## src/rtl/mem_arbiter.sv

```systemverilog
// mem_arbiter: shares one single-port backing memory between the instruction-fetch
// and data ports, with data priority, an anti-starvation streak limit and an ack timeout.
module mem_arbiter #(
    parameter int STARVE_LIMIT = 4,
    parameter int TIMEOUT      = 255
) (
    input  logic        clk_i,
    input  logic        rst_i,
    input  logic        if_req_i,
    input  logic [31:0] if_addr_i,
    output logic [31:0] if_rdata_o,
    output logic        if_ready_o,
    input  logic        dm_req_i,
    input  logic        dm_we_i,
    input  logic [31:0] dm_addr_i,
    input  logic [31:0] dm_wdata_i,
    output logic [31:0] dm_rdata_o,
    output logic        dm_ready_o,
    output logic        mem_req_o,
    output logic        mem_we_o,
    output logic [31:0] mem_addr_o,
    output logic [31:0] mem_wdata_o,
    input  logic [31:0] mem_rdata_i,
    input  logic        mem_ack_i,
    output logic        stall_o,
    output logic        err_o
);
    typedef enum logic [1:0] {IDLE, BUSY_IF, BUSY_DM, DONE} state_t;
    state_t     state, state_nx;
    logic [2:0] streak;
    logic [7:0] wait_cnt;
    logic       gnt_dm, we_q, busy, timeout, grant_dm, grant_if;

    assign busy     = (state == BUSY_IF) || (state == BUSY_DM);
    // ack wins over a timeout landing in the same cycle
    assign timeout  = busy && !mem_ack_i && (wait_cnt == 8'(TIMEOUT - 1));
    assign grant_dm = dm_req_i && (!if_req_i || streak != 3'(STARVE_LIMIT));
    assign grant_if = if_req_i && !grant_dm;

    assign mem_we_o   = busy && we_q;
    assign if_ready_o = (state == DONE) && !gnt_dm;
    assign dm_ready_o = (state == DONE) && gnt_dm;
    assign stall_o    = (if_req_i && !if_ready_o) || (dm_req_i && !dm_ready_o);

    always_comb begin
        state_nx = IDLE;
        if (state == IDLE) state_nx = grant_dm ? BUSY_DM : (grant_if ? BUSY_IF : IDLE);
        else if (busy) state_nx = (mem_ack_i || timeout) ? DONE : state;
    end

    always_ff @(posedge clk_i or negedge rst_i) begin
        if (!rst_i) begin
            state       <= IDLE;
            mem_req_o   <= 1'b0;
            mem_addr_o  <= '0;
            mem_wdata_o <= '0;
            we_q        <= 1'b0;
            gnt_dm      <= 1'b0;
            streak      <= '0;
            wait_cnt    <= '0;
            if_rdata_o  <= '0;
            dm_rdata_o  <= '0;
            err_o       <= 1'b0;
        end else begin
            state     <= state_nx;
            mem_req_o <= (state_nx == BUSY_IF) || (state_nx == BUSY_DM);
            if (state == IDLE && (grant_dm || grant_if)) begin
                gnt_dm     <= grant_dm;
                mem_addr_o <= grant_dm ? dm_addr_i : if_addr_i;
                we_q       <= grant_dm && dm_we_i;
                streak     <= (grant_dm && if_req_i) ? streak + 3'd1 : 3'd0;
                wait_cnt   <= '0;
                if (grant_dm) mem_wdata_o <= dm_wdata_i;
            end
            if (busy && !mem_ack_i) wait_cnt <= wait_cnt + 8'd1;
            if (busy && (mem_ack_i || timeout)) begin
                if (state == BUSY_IF) if_rdata_o <= timeout ? '0 : mem_rdata_i;
                else if (timeout || !we_q) dm_rdata_o <= timeout ? '0 : mem_rdata_i;
            end
            if (timeout) err_o <= 1'b1;
        end
    end
endmodule
```

## config.mk

```make
export PLATFORM = sky130hd
export DESIGN_NAME = mem_arbiter
export DESIGN_NICKNAME = d
export VERILOG_FILES = /design/src/rtl/mem_arbiter.sv
export SDC_FILE = /design/constraint.sdc
export NUM_CORES = 1
export LEC_CHECK = 0
export BUFFER_PORTS_ARGS = -buffer_cell sky130_fd_sc_hd__buf_2
export CORE_ASPECT_RATIO = 0.6
export CORE_MARGIN = 5
export CORE_UTILIZATION = 30
export DETAILED_ROUTE_END_ITERATION = 10
export REMOVE_ABC_BUFFERS = 1
export SKIP_LAST_GASP = 1
export SYNTH_ARGS = -nofsm -noshare
export SYNTH_HDL_FRONTEND = slang
export SYNTH_SLANG_ARGS = --single-unit
```

## constraint.sdc

```tcl
create_clock -name clk_i -period 2.4 [get_ports clk_i]
set_input_delay 0.72 -clock clk_i [delete_from_list [all_inputs] [get_ports clk_i]]
set_output_delay 0.72 -clock clk_i [all_outputs]
set_load 0.03 [all_outputs]
```

==> key figures <==
Clocking
  • # hold bufs at CTS: 0
  • Clk_lat worst skew: 420 ps
  • Cts bufs inserted: 17
  • CTS Root Cell: clkbuf_16
  • CTS tree: built
  • Maximum clock insertion buffer count: 2
  • Clock sink count: approximately 150
  • H-Tree Depth: 4
  • Worst-path clk slew: 60 ps

Logic synthesis
  • Yosys top cell by area: dfrtp_1
  • Cell area after synthesis: 6640 um2
  • Most frequent cell after synthesis: dfrtp_1
  • #FFs+latches synth: 145
  • Synth Warn #: 0
  • Asr flop ratio synth: 1.00
  • Synth cell count leaders: dfrtp_1 (145), nand2_1 (137), o21ai_0 (63)
  • Seq/Total Area, Yosys: 0.547
  • Syn avg cell area: 10.4 um2
  • Library cells used by synthesis: 43
  • Post-synth EDFFs: 0
  • Top FF cell, synth: dfrtp_1
  • Post-Synthesis Cells: 638
  • Top cells by area, synth: dfrtp_1 (55%), nand2_1 (7.7%), mux2_4 (5.9%)
  • Top-area cell type share of the netlist area: 0.547

Flow run
  • Max Cap Viol: 0

Drt
  • First DRT Iteration DRCs: 355
  • Vias: 5842
  • Routed len/inst: around 18 um
  • Residual DRC: 0
  • Vias per cell: 4.90
  • DRT Pass-1 Iters: 5
  • Post-Route WL: 20.9 mm
  • Number of routed nets with antenna violations: 0

Worst setup path
  • CP max FO: 5
  • R2r setup slk: 430 ps
  • Worst endpoint required time: 1680 ps
  • Crit path kind: reg -> out
  • CP Capture Type: output port
  • Worst Path Arrival: 1570 ps
  • Critical Path Start Type: flop

Timing
  • F_max: 0.437 GHz
  • Period utilisation layout: 0.954
  • Final Critical Period: between 2000 and 2500 ps
  • Actual slew at the worst max-slew pin: 433 ps
  • Max-slew violation count: 0
  • # setup viols final: 0
  • Slew HR: 0.711
  • Setup Skew: about 8.0 ps
  • Final hold vios: 0
  • RSZ-0062 raised after global routing: yes
  • Hold WS: roughly 190 ps
  • Setup TNS: 0 ps

Floorplan
  • Die area: 25300 um2
  • Top-Level Pins: between 200 and 300
  • Row cnt: 42
  • Starting density of the core: 0.303
  • Die width: 202 um
  • Placeable Area: 21900 um2
  • Die height: roughly 130 um

Final layout
  • Final core occ: 0.410
  • Final Cell Area: 8980 um2
  • Area Overhead vs Synth: 35.3%
  • Nets: 1035
  • Diodes inserted: 0
  • Share of cells above drive strength 1: 0.407

Global routing
  • Largest net degree at the start of global routing: 49
  • Initial antenna violation count: 2
  • Gr ovfl total: 0
  • Vias in the first global route: roughly 5900
  • First-pass GRT wire length: approximately 33 mm
  • Total GRT Usage: 0.163

Status
  • Outcome: finished, final reports clean

Pwr
  • Leakage: 4.30 nW
  • Worst vdd ir: 0.808 mV
  • Pwr Total: 13.3 mW
  • P per Cell Area: ~1500 nW/um2

Placement
  • Dpl hpwl: between 10 and 15 mm
  • RePlAce Congestion: 0.802
  • PortBufs: 267
  • Cell Area, Placed: 8330 um2

Hold path
  • Hold Crit Class: in -> async
metrics by stage:
stage / setup WS [ps] / std cells
floorplan: -1080 / 584
global placement: 280 / 1160
detailed placement: 260 / 1160
CTS: 40.9 / 1192
global route: -8.49 / 1193
finish: 110 / 1193
registers in the layout, summed over array words and instances (netlist names):
signal,count
mem_addr_o,32
err_o,1
wait_cnt,8
mem_req_o,1
we_q,1
gnt_dm,1
state,2
streak,3
mem_wdata_o,32
dm_rdata_o,32
if_rdata_o,32
per-layer routing:
layer,up-vias,wire length [um],part of all wire,track usage
li1,2759,-,-,-
met5,-,32,0.0015,0
met3,17,1520,0.073,0.0580
met1,2881,9970,0.48,0.228
met4,4,168,0.0080,0.0357
met2,181,9210,0.44,0.246
power breakdown:
part	switching (mW)	total, mW	internal, mW
logic	4.15	6.36	2.21
clock network	1.11	2.80	1.69
registers	0.659	4.18	3.52
cell usage in the layout, fill, tap and decap left out, types with 2 or more instances in the layout:
cell       instances
buf_2            265
dfrtp_1          144
nand2_1          137
o21ai_0           63
nand2b_1          35
o211ai_1          34
nand4_1           32
a22oi_1           32
mux2_4            26
buf_4             20
clkbuf_16         17
nand3_1            9
mux2_2             9
inv_1              7
o21ai_1            6
ha_1               6
a21o_1             5
buf_12             5
nor2_1             4
inv_6              4
a21oi_1            3
nor3_1             3
clkinv_4           3
bufinv_16          3
nor2b_1            2
and2_1             2
or4_1              2
mux2i_1            2
timing repair:
action / CTS / global route
buffers inserted: 0 / 1
resized for setup: 2 / 4
setup endpoints to repair: 1 / 3
critical path: stages, from the launching register on:
cell	delay [ps]
dfrtp_2	440
ha_1	230
nor2b_2	170
a21oi_1	140
buf_4	170
cell families (layout without fill, tap and decap cells):
| family | count (synthesis) | count (layout) | share of synthesized area |
|---|---|---|---|
| simple gates | 236 | 236 | 0.174 |
| compound gates | 151 | 151 | 0.144 |
| mux | 37 | 37 | 0.0771 |
| xor+xnor | 1 | 1 | 0.00132 |
| flops | 145 | 145 | 0.547 |
| buf+inv | 61 | 330 | 0.0436 |
| fa+ha+maj | 7 | 7 | 0.0132 |
final timing paths:
kind | startpoint | endpoint | cells past startpoint
setup / recovery | state[0] | stall_o | 4
hold / removal | rst_i | if_rdata_o[5] | 1
setup reg to reg | wait_cnt[0] | dm_rdata_o[21] | 6
min in group clk_i | err_o | err_o | 1
max in group asynchronous | rst_i | mem_addr_o[7] | 2
hold reg to reg | err_o | err_o | 1
layout make-up:
cell class | instances | area, um2
fill | 2193 | 12900
sequential | 145 | 3630
multi-input combinational | 432 | 2760
timing repair buffer | 291 | 1590
clock buffer | 19 | 443
tap | 286 | 358
clock inverter | 13 | 175
inverter | 7 | 26.3
No activity file was read; power rests on OpenSTA's default activity.
